===== config.mk =====
export PLATFORM = sky130hd
export DESIGN_NAME = gf_inv_4_flat
export DESIGN_NICKNAME = d
export VERILOG_FILES = /design/src/rtl/gf_inv_4_pkg.sv /design/src/rtl/gf_inv_4_if.sv /design/src/rtl/gf_inv_4_comb.sv /design/src/rtl/gf_inv_4.sv /design/src/flat_wrapper.sv
export SDC_FILE = /design/constraint.sdc
export NUM_CORES = 1
export LEC_CHECK = 0
export ABC_AREA = 1
export ABC_CLOCK_PERIOD_IN_PS = 1000
export CORE_AREA = 4 4 41 43
export DETAILED_ROUTE_END_ITERATION = 16
export DIE_AREA = 0 0 45 47
export GPL_TIMING_DRIVEN = 0
export PLACE_DENSITY = 0.49
export SYNTH_ARGS = -nofsm -noshare
export SYNTH_HDL_FRONTEND = slang
export SYNTH_HIERARCHICAL = 1
export SYNTH_SLANG_ARGS = --single-unit

===== constraint.sdc =====
create_clock -name clk -period 1 [get_ports clk]
set_input_delay 0.25 -clock clk [delete_from_list [all_inputs] [get_ports clk]]
set_output_delay 0.25 -clock clk [all_outputs]
set_load 0.005 [all_outputs]

===== src/rtl/gf_inv_4_pkg.sv =====
// Shared constants for the GF(2^4) nibble inverter used in the AES S-box datapath.
// The reference table feeds checks and assertions only; the datapath itself has no ROM.
package gf_inv_4_pkg;

  localparam int unsigned GF4_W = 4;

  typedef logic [GF4_W-1:0] nibble_t;

  // Inverse in the composite-field basis, indexed by the input nibble
  localparam nibble_t GF4_INV_TABLE [16] = '{
    4'h0, 4'h1, 4'h3, 4'h2, 4'hF, 4'hC, 4'h9, 4'hB,
    4'hA, 4'h6, 4'h8, 4'h7, 4'h5, 4'hE, 4'hD, 4'h4
  };

endpackage


===== src/rtl/gf_inv_4_if.sv =====
// Valid/data bus of the registered GF(2^4) inverter; master feeds nibbles, slave returns inverses.
interface gf_inv_4_if
  import gf_inv_4_pkg::*;
();

  logic    valid_in;
  nibble_t data_in;
  logic    valid_out;
  nibble_t data_out;

  modport master (
    output valid_in,
    output data_in,
    input  valid_out,
    input  data_out
  );

  modport slave (
    input  valid_in,
    input  data_in,
    output valid_out,
    output data_out
  );

endinterface


===== src/rtl/gf_inv_4_comb.sv =====
// Combinational GF(2^4) inverse as an AND/XOR network; 0 maps to 0.
// Also instantiated directly by the unpipelined S-box variants.
module gf_inv_4_comb
  import gf_inv_4_pkg::*;
(
  input  nibble_t data_in,
  output nibble_t q
);

  logic a3, a2, a1, a0;

  assign {a3, a2, a1, a0} = data_in;

  assign q[3] = a3 ^ (a3 & a2 & a1) ^ (a3 & a0) ^ a2;

  assign q[2] = (a3 & a2 & a1) ^ (a3 & a2 & a0) ^ (a3 & a0) ^ a2 ^ (a2 & a1);

  assign q[1] = a3 ^ (a3 & a2 & a1) ^ (a3 & a1 & a0) ^ a2 ^ (a2 & a0) ^ a1;

  assign q[0] = (a3 & a2 & a1) ^ (a3 & a2 & a0) ^ (a3 & a1) ^ (a3 & a1 & a0)
              ^ (a3 & a0) ^ a2 ^ (a2 & a1) ^ (a2 & a1 & a0) ^ a1 ^ a0;

endmodule


===== src/rtl/gf_inv_4.sv =====
// One-stage registered GF(2^4) inverter with a valid flag, retimable within the S-box pipeline.
// data_out is clock-enabled by valid_in, so idle cycles never load stale or unknown input.
module gf_inv_4
  import gf_inv_4_pkg::*;
(
  input  logic       clk,
  input  logic       rst_n,
  gf_inv_4_if.slave  bus
);

  nibble_t inv_q;
  logic    valid_q;
  nibble_t data_q;

  gf_inv_4_comb u_comb (
    .data_in (bus.data_in),
    .q       (inv_q)
  );

  always_ff @(posedge clk) begin
    if (!rst_n) begin
      valid_q <= 1'b0;
      data_q  <= '0;
    end else begin
      valid_q <= bus.valid_in;
      if (bus.valid_in) begin
        data_q <= inv_q;
      end
    end
  end

  assign bus.valid_out = valid_q;
  assign bus.data_out  = data_q;

  // An accepted nibble must come out as its table inverse unless reset intervenes
  a_inv_matches_table: assert property (
    @(posedge clk) (rst_n && bus.valid_in) |=>
      (!rst_n || bus.data_out == GF4_INV_TABLE[$past(bus.data_in)])
  );

endmodule


===== src/flat_wrapper.sv =====
// flat-port wrapper written by rule: the top's interface ports become plain ports
module gf_inv_4_flat import gf_inv_4_pkg::*;
  (clk, rst_n, bus_valid_in, bus_data_in, bus_valid_out, bus_data_out);
  gf_inv_4_if bus_i ();
  input  logic clk;
  input  logic rst_n;
  input wire logic [$bits(bus_i.valid_in)-1:0] bus_valid_in;
  input wire logic [$bits(bus_i.data_in)-1:0] bus_data_in;
  output wire logic [$bits(bus_i.valid_out)-1:0] bus_valid_out;
  output wire logic [$bits(bus_i.data_out)-1:0] bus_data_out;
  assign bus_i.valid_in = bus_valid_in;
  assign bus_i.data_in = bus_data_in;
  assign bus_valid_out = bus_i.valid_out;
  assign bus_data_out = bus_i.data_out;
  gf_inv_4 u_core (.clk(clk), .rst_n(rst_n), .bus(bus_i));
endmodule

# Yosys cells after proc, flatten, opt, wreduce, memory -nomap -nowiden
# Cells that the tools add are included.
# word_totals
ff_bits	5
in_bits	7
out_inout_bits	5
word_cells	30
# op_classes
bitwise	28
# op_table
cell	n
$xor 1x1->1	19
$and 1x1->1	9

# Longest topological paths before layout
# Gate-level depths: netlist (run 1).
# depth
ltp_word	11
ltp_mapped	10
mapped_depth_nobuf	10

# Hierarchy
# The synthesis (run 1) kept the hierarchy.
# modules_own_cells
module	instances	cells_per_inst	area_each_um2	seq_area_each_um2
gf_inv_4	1	28	203.9	100.1
gf_inv_4_comb	1	25	113.9	0.0

# Worst setup path after synthesis (run 1)
# No wires, ideal clock.
# synth_path
path_type	in2reg
start	input bus_data_in[1]
end	register u_core.data_q[0], in the netlist u_core/bus.data_out[0]
setup_time_ns	0.113
arrival_time_ns	0.766
required_ns	0.887
path_slack_ns	0.122
cell_stages	10
n_path_buf	0
path_cell_list	inv_1 nor2_2 nor2_1 inv_1 nand2_1 nand2_1 inv_1 nand2_2 nand2_1 nor2_1
# synth_via
elab_chain_len	10
elab_cells_between_ends	14
cone_classes	14 x bitwise
# synth_lines
item	line	source
start, declared	flat_wrapper.sv:8	input wire logic [$bits(bus_i.data_in)-1:0] bus_data_in;
$and 1x1->1	gf_inv_4_comb.sv:20	assign q[0] = (a3 & a2 & a1) ^ (a3 & a2 & a0) ^ (a3 & a1) ^ (a3 & a1 & a0)
$xor 1x1->1 (3 in series)	gf_inv_4_comb.sv:20	
$xor 1x1->1 (4 in series)	gf_inv_4_comb.sv:21	^ (a3 & a0) ^ a2 ^ (a2 & a1) ^ (a2 & a1 & a0) ^ a1 ^ a0;
$xor 1x1->1 (*) (2 in series)	gf_inv_4_comb.sv:21	
net u_core.inv_q[0]	gf_inv_4.sv:11	nibble_t inv_q;
end signal, assigned	gf_inv_4.sv:27	data_q <= inv_q;
end, declared	gf_inv_4.sv:13	nibble_t data_q;
# Mark *: on every way through the listed nets, which the timed path passes. The rest lies on a longest branch.
# A chain may end at the register's enable or synchronous reset.

# Worst setup path in the final report (run 1)
# layout_path
start	register u_core.data_q[3], in the netlist u_core/bus.data_out[3]
end	output bus_data_out[3]
# layout_rtl
item	line	source
end, declared	flat_wrapper.sv:10	output wire logic [$bits(bus_i.data_out)-1:0] bus_data_out;
# No word-level cell between the ends.

==> impl_metrics.json, run 1 <==
{
  "status": "finished clean",
  "synthCells": 53,
  "ys_types": 12,
  "clk_latency_ns": 0.24,
  "post-place-ws_ns": -0.4879,
  "fp.dieH_um": 47,
  "p_per_area_nw_per_um2": 1340,
  "hold-path-endpoint": "u_core/bus.valid_out",
  "leakage_uw": 0.0002504,
  "start_util_pct": 24.42,
  "swShare_pct": 26.67,
  "fin_crit_sh_pct": 91.51,
  "route.detailed.drc": 0,
  "grt_antenna_before_repair": 0,
  "ys_seq_elements": 5,
  "grt_first_pass_wirelength_um": 1083,
  "final_nets": 75,
  "clockPowerShare_pct": 39.7,
  "h-tree-depth": 1,
  "required_ns": 0.75,
  "vias_per_cell": 4.037,
  "reg2reg_from": "u_core/bus.data_out[1]",
  "insertedDiodeCount": 0,
  "endpoint_kind": "primary output",
  "worst_pin_slew_ns": 0.1836,
  "critical_path_class": "reg2out",
  "cts_tree": "built",
  "yosysTopAreaCellShare_pct": 31.50,
  "p_switching_uw": 153.8,
  "timing.hold.ws_ns": 0.2463,
  "critical_path_buf_inv_count": 1,
  "cts_buffers": 3,
  "slew_headroom_pct": 87.72,
  "clock.fmax_ghz": 1.093,
  "fillers": 150,
  "drtIter0Drc": 2,
  "report.final.slew_viol_count": 0,
  "rsz0062_at_grt": "false",
  "setup_slack_ns": 0.08487,
  "drive_gt1_share_pct": 38.81,
  "io_pins": 12,
  "gp_congestion": 0.7113,
  "min_from": "bus_valid_in",
  "hold_violations": 0,
  "max-cap-violations": 0,
  "ir_drop_uv": 923.4,
  "rrSetupSlack_ns": 0.42,
  "synth_top_area_cell": "dfxtp_1",
  "sequentialPowerShare_pct": 38.7,
  "area.growth.synth_to_final_pct": 35.43,
  "p_total_uw": 576.8,
  "critPathSlowestCell": "dfxtp_2",
  "ys_top_cells_by_area": "dfxtp_1 (31%), nand2_1 (18%), inv_1 (11%)",
  "port_buffers": 10,
  "min_period_ns": 0.9151,
  "avgSynthCellArea_um2": 5.996,
  "grt_overflow": 0,
  "whs_path_depth": 3,
  "die_area_um2": 2115,
  "syn-cell-area_um2": 317.8,
  "rows": 13,
  "wl_per_cell_um": 7.768,
  "cp_data_arrival_time_ns": 0.67,
  "ys_seq_area_share_pct": 31.50,
  "multi_input_comb_area_um2": 176.4,
  "hpwl_um": 512.9,
  "dr.pass1.iters": 4,
  "cts_setup_buffers": 0,
  "postLayoutCellArea_um2": 430.4,
  "ant_nets": 0,
  "intPower_uw": 422.9,
  "grt_pass1_vias": 274,
  "max_stage_delay_ns": 0.31,
  "setup.worst_path.start_class": "register",
  "reg2reg_depth": 2,
  "cts_root_buf": "clkbuf_4",
  "rr_endpoint": "u_core/bus.data_out[1]",
  "path_max_fanout": 2,
  "synth_nets": 60,
  "core_um2": 1301,
  "vias": 331,
  "finalClockSkew_ns": 0,
  "cts.sinks": 5,
  "worstSetupStartpoint": "u_core/bus.data_out[3]",
  "die_x_um": 45,
  "drt-total-wl_um": 637,
  "holdCritPathClass": "in2reg",
  "regArea_um2": 105.1,
  "grt_max_degree": 10,
  "cts.path.max_buffers": 2,
  "setup_viol": 0,
  "critPathTopFamily": "flip-flops",
  "dpl_cell_area_um2": 436.7,
  "grt_usage_pct": 7.273,
  "pwr-share-comb_pct": 21.6,
  "cts.reportedPaths.clkPinSlew_ns": 0.04,
  "cp_cell_sequence": "buf_2",
  "ys_warn_count": 6
}
==> layout make-up <==
type / count / area share, %
Inverter: 10 / 8.721
Sequential cell: 5 / 24.42
Clock buffer: 4 / 6.105
Multi-Input combinational cell: 37 / 40.99
Tap cell: 15 / 4.360
Timing Repair Buffer: 10 / 12.79
Buffer: 1 / 2.616
==> Yosys cell counts <==
master   number
a21oi_1       1
xor2_1        1
nor2_2        3
nand3_1       5
inv_2         1
nor2_1        8
buf_6         1
nand2_2       3
inv_1         9
nand2_1      15
o22ai_1       1
dfxtp_1       5
==> power by group through the flow <==
stage | clock [µW] | combinational [µW] | sequential (µW)
floorplan | 0 | 74.7 | 227
global placement | 0 | 144 | 225
detailed placement | 0 | 144 | 225
CTS | 240 | 127 | 224
global route | 260 | 142 | 225
finish | 229 | 124 | 223
==> how the worst max path moves through the flow <==
stage | endpoint | slack [ns] | cells after the start
detailed placement | u_core/bus.data_out[0] | -0.49 | 10
CTS | bus_valid_out | 0.0004 | 1
global placement | u_core/bus.data_out[0] | -0.49 | 10
global route | bus_data_out[0] | 0.05 | 1
finish | bus_data_out[3] | 0.08 | 1
floorplan | u_core/bus.data_out[0] | 0.12 | 10
==> registers in the layout (all words and copies together), names as in the netlist <==
signal / flops
u_core/bus.data_out: 4
u_core/bus.valid_out: 1
==> placed cells by master (no fill, tap or decap), types with 2 or more instances in the layout <==
cell	Yosys	layout
buf_2	0	5
clkbuf_2	0	4
clkbuf_4	0	3
dfxtp_2	0	4
inv_1	9	8
inv_2	1	2
nand2_1	15	15
nand2_2	3	3
nand3_1	5	5
nor2_1	8	7
nor2_2	3	3
==> through the flow <==
step	std cells	setup TNS (ns)	utilization (%)
finish	82	0	33.08
global route	82	0	33.08
CTS	82	0	34.13
detailed placement	78	-2.082	33.56
global placement	78	-2.081	33.56
floorplan	53	0	-
==> cells by family (layout without fill, tap and decap cells) <==
logic type / Yosys count / in the layout / synth area share, %
xor gates and xnor gates: 1 / 1 / 2.756
and+or+nand+nor: 34 / 34 / 46.85
DFF: 5 / 5 / 31.50
AOI/OAI and AO/OA: 2 / 2 / 3.543
buffers and inverters: 11 / 25 / 15.35
==> routing by layer <==
layer  GRT usage (%)  vias to the layer above  wire, µm
li1                -                      186         -
met1           8.428                      137       277
met2           10.45                        8       308
met3           5.747                        0        50
met4           1.754                        0         0
met5               0                        -         0
==> tightest hold or removal path: stages <==
cell	delay, ns
buf_6	0.11
nand2_1	0.05
inv_1	0.04
==> repair_timing <==
action	in CTS	in global routing
hold buffers	0	0
setup endpoints to repair	9	4
pin swaps	1	0
resized for setup	28	11
No activity file was read; power rests on OpenSTA's default activity.
==> inputs of run 2 (changes only) <==
--- a/config.mk
+++ b/config.mk
@@ -6,10 +6,10 @@
 export NUM_CORES = 1
 export LEC_CHECK = 0
 export ABC_AREA = 1
-export ABC_CLOCK_PERIOD_IN_PS = 1000
-export CORE_AREA = 4 4 41 43
+export CAP_MARGIN = 20
+export CORE_AREA = 2 2 39 41
 export DETAILED_ROUTE_END_ITERATION = 16
-export DIE_AREA = 0 0 45 47
+export DIE_AREA = 0 0 41 43
 export GPL_TIMING_DRIVEN = 0
 export PLACE_DENSITY = 0.49
 export SYNTH_ARGS = -nofsm -noshare
==> run 2 against run 1 <==
Effect of this change:
- clock-buffer cell count down 1
- worst hold slack worse by 0.015 ns
- fmax down 1.7%
- largest power group unchanged
- sequential share of layout area down 0.14 points
- non-clock buffer count unchanged
- first-iteration DRC count rose to 3.0 times the previous value
- global-route usage up 1.5 points
- die area down 17%
- clock power up 5%
==> impl_metrics.json, run 2 (synthesized netlist as in run 1, its figures left out) <==
{
  "setup_viol": 0,
  "cp_data_arrival_time_ns": 0.68,
  "grt_pass1_vias": 283,
  "layout_common_cells": "nand2_1 (15), inv_1 (8), nor2_1 (7)",
  "grt_first_pass_wirelength_um": 1083,
  "core_um2": 1384,
  "min_period_ns": 0.9308,
  "final_nets": 75,
  "hold_violations": 0,
  "die_area_um2": 1763,
  "max-cap-violations": 0,
  "insertedDiodeCount": 0,
  "setup.worst_path.start_class": "register",
  "vias_per_cell": 3.988,
  "gp_congestion": 0.6580,
  "drive_gt1_share_pct": 40.30,
  "critPathTopFamily": "flip-flops",
  "start_util_pct": 22.97,
  "io_pins": 12,
  "port_buffers": 10,
  "grt_usage_pct": 8.735,
  "clk_latency_ns": 0.25,
  "p_per_area_nw_per_um2": 1358,
  "report.final.slew_viol_count": 0,
  "h-tree-depth": 1,
  "hpwl_um": 470.1,
  "cts.sinks": 5,
  "clock.fmax_ghz": 1.074,
  "dr.pass1.iters": 4,
  "slew_headroom_pct": 88.48,
  "path_max_fanout": 2,
  "cts_root_buf": "clkbuf_4",
  "ant_nets": 0,
  "layout_commonest_cell": "nand2_1",
  "timing.hold.ws_ns": 0.2312,
  "cp_cell_sequence": "buf_2",
  "fin_crit_sh_pct": 93.08,
  "worst_pin_slew_ns": 0.1722,
  "grt_overflow": 0,
  "leakage_uw": 0.0002528,
  "status": "finished clean",
  "holdCritPathClass": "in2reg",
  "grt_antenna_before_repair": 0,
  "finalClockSkew_ns": 0,
  "max_stage_delay_ns": 0.31,
  "drt-total-wl_um": 596,
  "die_x_um": 41,
  "critPathSlowestCell": "dfxtp_2",
  "cts.path.max_buffers": 2,
  "grt_max_degree": 10,
  "cts_setup_buffers": 0,
  "wl_per_cell_um": 7.181,
  "endpoint_kind": "primary output",
  "drtIter0Drc": 6,
  "critical_path_buf_inv_count": 1,
  "route.detailed.drc": 0,
  "p_total_uw": 587.7,
  "rsz0062_at_grt": "false",
  "ir_drop_uv": 935.2,
  "cts_tree": "built",
  "vias": 331,
  "holdBufCountCts": 0,
  "fp.dieH_um": 43,
  "largest_reg_flops": 4,
  "critical_path_class": "reg2out",
  "required_ns": 0.75,
  "cts_buffers": 3,
  "rows": 14,
  "cts.reportedPaths.clkPinSlew_ns": 0.05,
  "area.growth.synth_to_final_pct": 36.22
}
==> run 2: tightest hold or removal path: stages <==
cell	delay, ns
buf_6	0.11
nand2_1	0.05
inv_1	0.04
==> run 2: final timing paths <==
kind	endpoint	from	slack [ns]	depth (start not counted)
worst min register to register	u_core/bus.data_out[3]	u_core/bus.data_out[3]	0.46	2
worst max register to register	u_core/bus.data_out[1]	u_core/bus.data_out[1]	0.42	2
worst max-delay path	bus_data_out[3]	u_core/bus.data_out[3]	0.07	1
worst min-delay path	u_core/bus.valid_out	bus_valid_in	0.23	3
==> run 2: final cells by class <==
cell class                 count  area (µm²)
clock buffer                   3       22.52
tap                           16       20.02
inverter                      10       37.54
sequential                     5       105.1
fill                         175       950.9
buffer                         1       11.26
clock inverter                 1       5.005
multi-input combinational     37       176.4
timing repair buffer          10       55.05
==> run 2: repair_timing <==
| item | in CTS | in global routing |
|---|---|---|
| resized for setup | 26 | 12 |
| pin swaps | 1 | 0 |
| endpoints found under the hold margin | 0 | 0 |
| setup endpoints to repair | 9 | 4 |
==> run 2: report_power, final <==
| group | switching, µW | internal [µW] | total [µW] |
|---|---|---|---|
| sequential | 5.82 | 217 | 223 |
| clock | 94.9 | 145 | 240 |
| combinational | 69.8 | 54.8 | 125 |
==> run 2: per-stage QoR <==
step / util [%] / cells / worst slack, ns / TNS (ns) / instance area [µm²]
3_3_place_gp: 31.65 / 79 / -0.4859 / -2.073 / 437.9
6_report: 31.28 / 83 / 0.06924 / 0 / 432.9
3_5_place_dp: 31.65 / 79 / -0.4766 / -2.066 / 437.9
2_1_floorplan: - / 53 / 0.1216 / 0 / 317.8
4_1_cts: 32.19 / 83 / 0.0007353 / 0 / 445.4
5_1_grt: 31.28 / 83 / 0.04363 / 0 / 432.9
==> run 2: routing by layer <==
metal  GRT usage (%)  vias up  routed length [µm]  part of all wire, %
met2           12.50        6                 281                   47
met1           11.25      139                 285                   48
met4           2.000        0                   0                    0
li1                -      186                   -                    -
met3           4.712        0                  29                  4.9
met5               0        -                   0                    0
==> inputs of run 3 (changes only) <==
--- a/config.mk
+++ b/config.mk
@@ -11,7 +11,7 @@
 export DETAILED_ROUTE_END_ITERATION = 16
 export DIE_AREA = 0 0 41 43
 export GPL_TIMING_DRIVEN = 0
-export PLACE_DENSITY = 0.49
+export PLACE_DENSITY = 0.55
 export SYNTH_ARGS = -nofsm -noshare
 export SYNTH_HDL_FRONTEND = slang
 export SYNTH_HIERARCHICAL = 1
==> run 3 against run 2 <==
Effect of this change:
- wire length rose by 3.9%
- register-to-register slack barely moved
- flip-flop and latch count did not move
- clock-buffer cell count rose by 1
- die area did not move
- sequential power barely moved
- cell count did not move
- clock power fell by 5%
- setup slack got worse by 0.037 ns
==> impl_metrics.json, run 3 (synthesized netlist as in run 1, its figures left out) <==
{
  "endpoint_kind": "primary output",
  "fin_crit_sh_pct": 96.77,
  "dr.pass1.iters": 4,
  "dp.cells": 79,
  "setup_slack_ns": 0.03233,
  "grt_pass1_vias": 287,
  "cts_setup_buffers": 0,
  "intPower_uw": 423.0,
  "rr_endpoint": "u_core/bus.data_out[1]",
  "fp.dieH_um": 43,
  "min_period_ns": 0.9677,
  "grt_busiest_layer": "met2",
  "clk_latency_ns": 0.23,
  "report.final.slew_viol_count": 0,
  "vias_per_cell": 4.108,
  "largest_reg_flops": 4,
  "ant_nets": 0,
  "hold-path-endpoint": "u_core/bus.valid_out",
  "drt-total-wl_um": 619,
  "hpwl_um": 490,
  "cp_cell_sequence": "clkdlybuf4s15_1",
  "critical_path_class": "reg2out",
  "cts_root_buf": "clkbuf_4",
  "holdCritPathClass": "in2reg",
  "use_met1_pct": 10.97,
  "grt_antenna_before_repair": 0,
  "timing.hold.ws_ns": 0.2527,
  "die_area_um2": 1763,
  "rrSetupSlack_ns": 0.41,
  "leakage_uw": 0.0002495,
  "whs_path_depth": 3,
  "clock.fmax_ghz": 1.033,
  "holdBufCountCts": 0,
  "grt_overflow": 0,
  "status": "finished clean",
  "gp_congestion": 0.6925,
  "worst_pin_slew_ns": 0.1890,
  "path_max_fanout": 1,
  "finalClockSkew_ns": 0,
  "drive_gt1_share_pct": 37.31,
  "vias": 341,
  "port_buffers": 10,
  "die_x_um": 41,
  "setup.worst_path.start_class": "register",
  "route.detailed.drc": 0,
  "critPathSlowestCell": "dfxtp_1",
  "cts_tree": "built",
  "grt_max_degree": 10,
  "layout_common_cells": "nand2_1 (15), nor2_1 (8), inv_1 (8)",
  "setup_viol": 0,
  "rows": 14,
  "critPathTopFamily": "flip-flops",
  "area.growth.synth_to_final_pct": 36.22,
  "post-place-ws_ns": -0.4940,
  "cts.path.max_buffers": 2,
  "start_util_pct": 22.97,
  "insertedDiodeCount": 0,
  "reg2reg_from": "u_core/bus.data_out[1]",
  "critical_path_buf_inv_count": 1,
  "core_um2": 1384,
  "cts_buffers": 3,
  "clockPowerShare_pct": 39.6,
  "cp_data_arrival_time_ns": 0.72,
  "layout_commonest_cell": "nand2_1",
  "grt_first_pass_wirelength_um": 1035,
  "ir_drop_uv": 480.6,
  "cts.reportedPaths.clkPinSlew_ns": 0.04,
  "p_switching_uw": 153.1,
  "sequentialPowerShare_pct": 38.7,
  "p_per_area_nw_per_um2": 1331,
  "io_pins": 12,
  "h-tree-depth": 1,
  "grt_usage_pct": 8.442,
  "required_ns": 0.75,
  "pwr-share-comb_pct": 21.7,
  "p_total_uw": 576.1,
  "wl_per_cell_um": 7.458,
  "swShare_pct": 26.57,
  "reg2reg_depth": 2,
  "drtIter0Drc": 3,
  "final_cell_count_no_fill": 83,
  "max-cap-violations": 0,
  "rsz0062_at_grt": "false",
  "cts.sinks": 5,
  "grt_use_met2_pct": 11.88,
  "use_met3_pct": 1.571,
  "final_nets": 75,
  "max_stage_delay_ns": 0.30,
  "final_util_pct": 31.28,
  "hold_violations": 0,
  "slew_headroom_pct": 87.36,
  "min_from": "bus_valid_in"
}
run 3: metal layers:
metal,part of all wire [%],wire length [µm],vias up
li1,-,-,184
met1,44,275,148
met2,51,317,9
met3,4.2,26,0
met4,0,0,0
met5,0,0,-
run 3: tightest hold or removal path: cells and delay by family:
| family | cells | cell delay, ns |
|---|---|---|
| and+or+nand+nor | 1 | 0.05 |
| buffers and inverters | 2 | 0.15 |
run 3: metrics by stage:
stage | TNS [ns] | cell area [µm²]
finish | 0 | 432.9
global route | 0 | 432.9
CTS | 0 | 456.7
detailed placement | -2.124 | 437.9
global placement | -2.030 | 437.9
floorplan | 0 | 317.8
run 3: worst max path at each step:
stage	start	endpoint	depth (start not counted)
finish	u_core/bus.valid_out	bus_valid_out	1
global route	u_core/bus.valid_out	bus_valid_out	1
CTS	u_core/bus.data_out[3]	bus_data_out[3]	1
detailed placement	bus_data_in[1]	u_core/bus.data_out[0]	10
global placement	bus_data_in[1]	u_core/bus.data_out[0]	10
floorplan	bus_data_in[1]	u_core/bus.data_out[0]	10
run 3: cell type report:
| cell class | count | area [µm²] |
|---|---|---|
| plain buffers | 1 | 11.26 |
| inverters | 10 | 37.54 |
| repair buffers | 10 | 60.06 |
| clock buffers | 4 | 26.28 |
| multi-input cells | 37 | 172.7 |
| fillers | 168 | 950.9 |
| flip-flops and latches | 5 | 105.1 |
| well taps | 16 | 20.02 |
run 3: repair_timing:
action,4_1_cts,5_1_grt
gates cloned,0,0
endpoints found under the hold margin,0,0
gates resized for setup,25,11
endpoints found under the setup margin,9,6
run 3: power groups by stage:
stage | Clock (µW) | Sequential [µW] | Combinational [µW]
after CTS | 236 | 224 | 131
after global placement | 0 | 225 | 143
after floorplan | 0 | 227 | 74.7
after global routing | 248 | 225 | 144
after detailed placement | 0 | 225 | 145
final | 228 | 223 | 125
